### config.mk
export PLATFORM = sky130hd
export DESIGN_NAME = mem_arbiter
export DESIGN_NICKNAME = d
export VERILOG_FILES = /design/src/rtl/mem_arb_pkg.sv /design/src/rtl/arb_timer.sv /design/src/rtl/mem_arbiter.sv
export SDC_FILE = /design/constraint.sdc
export NUM_CORES = 1
export LEC_CHECK = 0
export CAP_MARGIN = 5
export CORE_UTILIZATION = 30
export DETAILED_ROUTE_END_ITERATION = 10
export PLACE_DENSITY = 0.65
export SKIP_CTS_REPAIR_TIMING = 1
export SLEW_MARGIN = 20
export SYNTH_ARGS = -nofsm -noshare
export SYNTH_HDL_FRONTEND = slang
export SYNTH_SLANG_ARGS = --single-unit
### constraint.sdc
create_clock -name clk -period 2.04 [get_ports clk]
set_input_delay 0.408 -clock clk [delete_from_list [all_inputs] [get_ports clk]]
set_output_delay 0.408 -clock clk [all_outputs]
set_load 0.02 [all_outputs]
### src/rtl/mem_arb_pkg.sv
// Shared types and constants for the instruction/data memory arbiter.
package mem_arb_pkg;

    typedef enum logic [1:0] {
        ST_IDLE  = 2'd0,
        ST_DATA  = 2'd1,
        ST_FETCH = 2'd2
    } arb_state_e;

    // Returned to the fetch side when a fetch times out (addi x0,x0,0).
    localparam logic [31:0] NOP_INSN    = 32'h0000_0013;
    // Access size used for every instruction fetch.
    localparam logic [2:0]  FUNCT3_WORD = 3'b010;

endpackage

### src/rtl/arb_timer.sv
// Wait counter for one outstanding memory transaction. expired_o is high
// while the count sits one short of TIMEOUT, so a cycle that is still
// waiting at that point is the TIMEOUT-th consecutive cycle without ack.
module arb_timer #(
    parameter int unsigned TIMEOUT = 16
) (
    input  logic clk,
    input  logic rst_n,
    input  logic clear_i,
    input  logic enable_i,
    output logic expired_o
);

    logic [7:0] cnt_q, cnt_d;

    // Next count: clear has priority over increment.
    always_comb begin
        cnt_d = cnt_q;
        if (clear_i) begin
            cnt_d = '0;
        end else if (enable_i) begin
            cnt_d = cnt_q + 8'd1;
        end
    end

    // Count register.
    always_ff @(posedge clk or negedge rst_n) begin
        if (!rst_n) begin
            cnt_q <= '0;
        end else begin
            cnt_q <= cnt_d;
        end
    end

    assign expired_o = (cnt_q == 8'(TIMEOUT - 1));

endmodule

### src/rtl/mem_arbiter.sv
// Two-requester (fetch / data) memory arbiter with one transaction in
// flight, alternating priority and a per-transaction timeout.
// Optional build macro: MEM_ARBITER_PERF_CNT_EN adds saturating stall
// cycle counters perf_fetch_stall / perf_mem_stall.
module mem_arbiter
    import mem_arb_pkg::*;
#(
    parameter int unsigned ADDR_W  = 32,
    parameter int unsigned TIMEOUT = 16
) (
    input  logic              clk,
    input  logic              reset,
    input  logic              if_req,
    input  logic [ADDR_W-1:0] if_addr,
    output logic [31:0]       if_rdata,
    output logic              if_ready,
    input  logic              d_req,
    input  logic              d_we,
    input  logic [ADDR_W-1:0] d_addr,
    input  logic [31:0]       d_wdata,
    input  logic [2:0]        d_funct3,
    output logic [31:0]       d_rdata,
    output logic              d_ready,
    output logic              mem_en,
    output logic              mem_we,
    output logic [ADDR_W-1:0] mem_addr,
    output logic [31:0]       mem_wdata,
    output logic [2:0]        mem_funct3,
    input  logic [31:0]       mem_rdata,
    input  logic              mem_ack,
    output logic              stall_fetch,
    output logic              stall_mem,
    output logic              err,
    input  logic              err_clr
`ifdef MEM_ARBITER_PERF_CNT_EN
    ,
    output logic [31:0]       perf_fetch_stall,
    output logic [31:0]       perf_mem_stall
`endif
);

    arb_state_e        state_q, state_d;
    logic              mem_en_q, mem_en_d;
    logic              mem_we_q, mem_we_d;
    logic [ADDR_W-1:0] mem_addr_q, mem_addr_d;
    logic [31:0]       mem_wdata_q, mem_wdata_d;
    logic [2:0]        mem_funct3_q, mem_funct3_d;
    logic [31:0]       if_rdata_q, if_rdata_d;
    logic [31:0]       d_rdata_q, d_rdata_d;
    logic              if_ready_q, if_ready_d;
    logic              d_ready_q, d_ready_d;
    logic              err_q, err_d;
    logic              last_data_q, last_data_d;

    logic              timer_clr, timer_en, timer_exp;
    logic              abort;
    logic              d_want, f_want;

    arb_timer #(
        .TIMEOUT(TIMEOUT)
    ) u_timer (
        .clk      (clk),
        .rst_n    (reset),
        .clear_i  (timer_clr),
        .enable_i (timer_en),
        .expired_o(timer_exp)
    );

    // A requester whose ready is pulsing this cycle still shows req high;
    // masking it stops the same request from being granted twice.
    assign d_want = d_req & ~d_ready_q;
    assign f_want = if_req & ~if_ready_q;

    // Grant, completion and timeout decisions.
    always_comb begin
        state_d      = state_q;
        mem_en_d     = mem_en_q;
        mem_we_d     = mem_we_q;
        mem_addr_d   = mem_addr_q;
        mem_wdata_d  = mem_wdata_q;
        mem_funct3_d = mem_funct3_q;
        if_rdata_d   = if_rdata_q;
        d_rdata_d    = d_rdata_q;
        if_ready_d   = 1'b0;
        d_ready_d    = 1'b0;
        last_data_d  = last_data_q;
        timer_clr    = 1'b0;
        timer_en     = 1'b0;
        abort        = 1'b0;

        case (state_q)
            ST_IDLE: begin
                if (d_want || f_want) begin
                    timer_clr = 1'b1;
                    mem_en_d  = 1'b1;
                    if (f_want && (!d_want || last_data_q)) begin
                        state_d      = ST_FETCH;
                        mem_we_d     = 1'b0;
                        mem_addr_d   = if_addr;
                        mem_wdata_d  = '0;
                        mem_funct3_d = FUNCT3_WORD;
                    end else begin
                        state_d      = ST_DATA;
                        mem_we_d     = d_we;
                        mem_addr_d   = d_addr;
                        mem_wdata_d  = d_wdata;
                        mem_funct3_d = d_funct3;
                    end
                end
            end
            ST_DATA, ST_FETCH: begin
                if (mem_ack) begin
                    state_d     = ST_IDLE;
                    mem_en_d    = 1'b0;
                    last_data_d = (state_q == ST_DATA);
                    if (state_q == ST_DATA) begin
                        d_ready_d = 1'b1;
                        if (!mem_we_q) begin
                            d_rdata_d = mem_rdata;
                        end
                    end else begin
                        if_ready_d = 1'b1;
                        if_rdata_d = mem_rdata;
                    end
                end else begin
                    timer_en = 1'b1;
                    if (timer_exp) begin
                        abort       = 1'b1;
                        state_d     = ST_IDLE;
                        mem_en_d    = 1'b0;
                        last_data_d = (state_q == ST_DATA);
                        if (state_q == ST_DATA) begin
                            d_ready_d = 1'b1;
                            d_rdata_d = '0;
                        end else begin
                            if_ready_d = 1'b1;
                            if_rdata_d = NOP_INSN;
                        end
                    end
                end
            end
            default: begin
                state_d  = ST_IDLE;
                mem_en_d = 1'b0;
            end
        endcase

        // Sticky error: a new timeout wins over a simultaneous clear.
        err_d = err_q;
        if (err_clr) begin
            err_d = 1'b0;
        end
        if (abort) begin
            err_d = 1'b1;
        end
    end

    // Arbiter state and registered outputs.
    always_ff @(posedge clk or negedge reset) begin
        if (!reset) begin
            state_q      <= ST_IDLE;
            mem_en_q     <= 1'b0;
            mem_we_q     <= 1'b0;
            mem_addr_q   <= '0;
            mem_wdata_q  <= '0;
            mem_funct3_q <= '0;
            if_rdata_q   <= '0;
            d_rdata_q    <= '0;
            if_ready_q   <= 1'b0;
            d_ready_q    <= 1'b0;
            err_q        <= 1'b0;
            last_data_q  <= 1'b0;
        end else begin
            state_q      <= state_d;
            mem_en_q     <= mem_en_d;
            mem_we_q     <= mem_we_d;
            mem_addr_q   <= mem_addr_d;
            mem_wdata_q  <= mem_wdata_d;
            mem_funct3_q <= mem_funct3_d;
            if_rdata_q   <= if_rdata_d;
            d_rdata_q    <= d_rdata_d;
            if_ready_q   <= if_ready_d;
            d_ready_q    <= d_ready_d;
            err_q        <= err_d;
            last_data_q  <= last_data_d;
        end
    end

    assign mem_en      = mem_en_q;
    assign mem_we      = mem_we_q;
    assign mem_addr    = mem_addr_q;
    assign mem_wdata   = mem_wdata_q;
    assign mem_funct3  = mem_funct3_q;
    assign if_rdata    = if_rdata_q;
    assign d_rdata     = d_rdata_q;
    assign if_ready    = if_ready_q;
    assign d_ready     = d_ready_q;
    assign err         = err_q;
    assign stall_fetch = if_req & ~if_ready_q;
    assign stall_mem   = d_req & ~d_ready_q;

`ifdef MEM_ARBITER_PERF_CNT_EN
    logic [31:0] perf_f_q, perf_m_q;

    // Saturating stall-cycle counters.
    always_ff @(posedge clk or negedge reset) begin
        if (!reset) begin
            perf_f_q <= '0;
            perf_m_q <= '0;
        end else begin
            if (stall_fetch && (perf_f_q != '1)) begin
                perf_f_q <= perf_f_q + 32'd1;
            end
            if (stall_mem && (perf_m_q != '1)) begin
                perf_m_q <= perf_m_q + 32'd1;
            end
        end
    end

    assign perf_fetch_stall = perf_f_q;
    assign perf_mem_stall   = perf_m_q;
`else
    // Stall counters are absent in this build.
`endif

endmodule

==> out/qor.yml, run 1 <==
synthDistinctLibCells: 41
ys.flop_type: "dfrtp_1"
synth_top_family_by_area: "compound AO/OA/AOI/OAI gates"
wl_per_cell_um: 17.3
outcome: "finished clean"
cts_tree: "done"
setup_viol: 0
layout-drive-gt1-share_pct: 8.15
synth-edff-count: 0
areaGrowthSynthToFinish_pct: 64.8
crit_path_start_kind: "register"
fin_util_pct: 50.7
reg2reg_depth: 4
grt_usage_pct: 17.4
rr_endpoint: "if_rdata[13]"
rsz0062_at_grt: "no"
hold_path_class: "reg -> reg"
power_density_nw_per_um2: 1680
overflow: 0
port-buffer-count: 275
async_reset_ff_share_pct: 100
dpl.cell_count: 937
finalCritPeriodShare_pct: 94.4
core_region_area_um2: 18800
fin_nets: 864
leakage_nw: 4.17
synth_fa_ha_area_share_pct: 0.649
yosys.area_share.simple_pct: 5.65
placedInstanceArea_um2: 8930
cp.required_ns: 2.34
grt_max_degree: 72
viasPerCell: 4.85
dr.first_iter.drc_count: 133
timing.rr.start: "u_timer.cnt_q[4]"
ys_seq_elements: 147
endpoint_kind: "register"
num_rows: 50
pin_count: 276
synth_cells: 442
worstMarginPinSlew_ns: 0.456
synthTopCellsByArea: "dfrtp_1 64%, a22o_1 15%, mux2i_1 5.7%"
chipWidth_um: 141
die_area_um2: 19800
start_util_pct: 30.8
first_pass_iters: 4
whs_ns: 0.477
hpwlAfterDp_mm: 12.3
route.detailed.drc: 0
worstSetupPathType: "reg -> reg"
setup_ws_ns: 0.114
max-clock-path-buffers: 2
r2r_setup_slack_ns: 0.11
period_needed_ns: 1.93
arrival_ns: 2.22
cts_root_buffer: "clkbuf_16"
num_antenna_cells: 0
relSlewSlack_pct: 69.6
ys_warn_count: 0
numCtsBuffers: 17
die_y_um: 141
vias: 4701
max_freq_ghz: 0.519
synth_compound_area_share_pct: 19.7
ir_drop_v: 0.000793
grt_pass1_vias: 5001
ys_seq_area_share_pct: 63.7
avgSynthCellArea_um2: 13.1
antenna_found_initial: 0
synth_xor_area_share_pct: 0.909
fin_area_um2: 9520
setup_tns_ns: 0
clkLatencyLatePin_ns: 0.42
grt_pass1_wl_mm: 26.8
synth_area_um2: 5780
clkTransAtPathRegs_ns: 0.06
muxShareOfSynthArea_pct: 5.72
maxCapViolations: 0
min_delay_path_depth: 2
clock-sinks: 147
synth_top_area_cell: "dfrtp_1"
slew_viol_final: 0
p_total_mw: 16.0
antenna_left: 0
routed_wl_mm: 16.8
hp-start: "mem_addr[0]"
syn-num-nets: 583
crit_fanout: 30
fillCellCount: 1643
globalplace.congestion: 0.800
fin_skew_ns: 0.00918
holdPathEnd: "mem_addr[0]"
cts-htree-levels: 4
final_cells: 970
netlist.area_leader.share_pct: 63.7
dpl_worst_slack_ns: -0.0793
hold_viol_final: 0
==> cell type report <==
cell class	instances	area [um2]	share of cell area, %
Tap cell	234	293	3.07
Clock buffer	18	429	4.51
Timing Repair Buffer	295	3040	31.9
Sequential cell	147	3680	38.6
Multi-Input combinational cell	255	1910	20.1
Clock inverter	14	149	1.56
Inverter	7	26.3	0.276
==> cell families (layout without fill, tap and decap cells) <==
kind of cell | count (synthesis) | in the layout
simple gates | 68 | 68
buf+inv | 40 | 334
mux | 33 | 33
fa+ha+maj | 3 | 3
xor+xnor | 6 | 6
flops | 147 | 147
compound gates | 145 | 145
==> routing by layer <==
metal | share of wire (%) | wire (um) | up-vias | track usage (%)
met3 | 5.2 | 876 | 30 | 4.01
met2 | 52 | 8640 | 165 | 30.0
met1 | 40 | 6780 | 2322 | 20.7
li1 | - | - | 2184 | -
met4 | 2.9 | 479 | 0 | 7.67
met5 | 0 | 0 | - | 0
==> cell usage after synthesis (3+ instances only) <==
cell and count:
dfrtp_1 147, a22o_1 97, nand2_1 39, mux2i_1 33, o21ai_0 22, o21ai_1 12
clkbuf_1 11, nor2_1 9, buf_1 7, buf_2 6, buf_6 6, inv_1 6
xor2_1 5, and2b_1 3, buf_4 3, ha_1 3, o22a_1 3
==> flip-flops by register name, summed over array words and instances, names as in the netlist <==
name / flops
mem_en: 1
d_rdata: 32
mem_addr: 32
err: 1
u_timer.cnt_q: 8
if_rdata: 32
mem_funct3: 3
mem_wdata: 32
state_q: 2
d_ready: 1
if_ready: 1
last_data_q: 1
mem_we: 1
==> critical path: stages, from the launching register on <==
cell and delay [ns]:
dfrtp_1 0.42, or4_4 0.60, o21bai_4 0.20, nand2_4 0.25, a22o_1 0.33
==> power by group <==
part	total, mW	switching, mW	internal [mW]
clock network	3.05	1.33	1.72
logic	7.93	4.00	3.93
registers	5.00	0.760	4.24
==> worst max-delay path by stage <==
stage | to | depth (start not counted) | start
CTS | stall_fetch | 2 | if_ready
global route | if_rdata[13] | 4 | u_timer.cnt_q[4]
global placement | mem_addr[0] | 8 | d_req
finish | if_rdata[13] | 4 | u_timer.cnt_q[4]
detailed placement | mem_addr[30] | 8 | d_req
floorplan | u_timer.cnt_q[7] | 7 | state_q[0]
==> cell usage in the layout (no fill, tap or decap), types with 2 or more instances in the layout <==
cell	count
inv_8	2
nand4_1	2
clkdlybuf4s50_1	272
clkbuf_16	17
a22o_1	97
o21ai_0	22
ha_1	3
a21o_1	2
buf_12	10
inv_1	6
xor2_1	5
nor2b_1	2
o21ai_1	11
o22a_1	3
and2_1	2
and3_1	2
buf_4	9
mux2i_1	33
clkinvlp_4	6
inv_6	3
nor2_1	9
nand2_1	39
dfrtp_1	147
dlymetal6s2s_1	2
nand3_1	2
and2b_1	3
Note: power is estimated with default switching activity, not from simulation.
==> inputs of run 2 (changes only) <==
- SKIP_LAST_GASP: unset -> 1
==> results of run 2 <==
The final DEF is identical to that of run 1; final timing and power are the same.
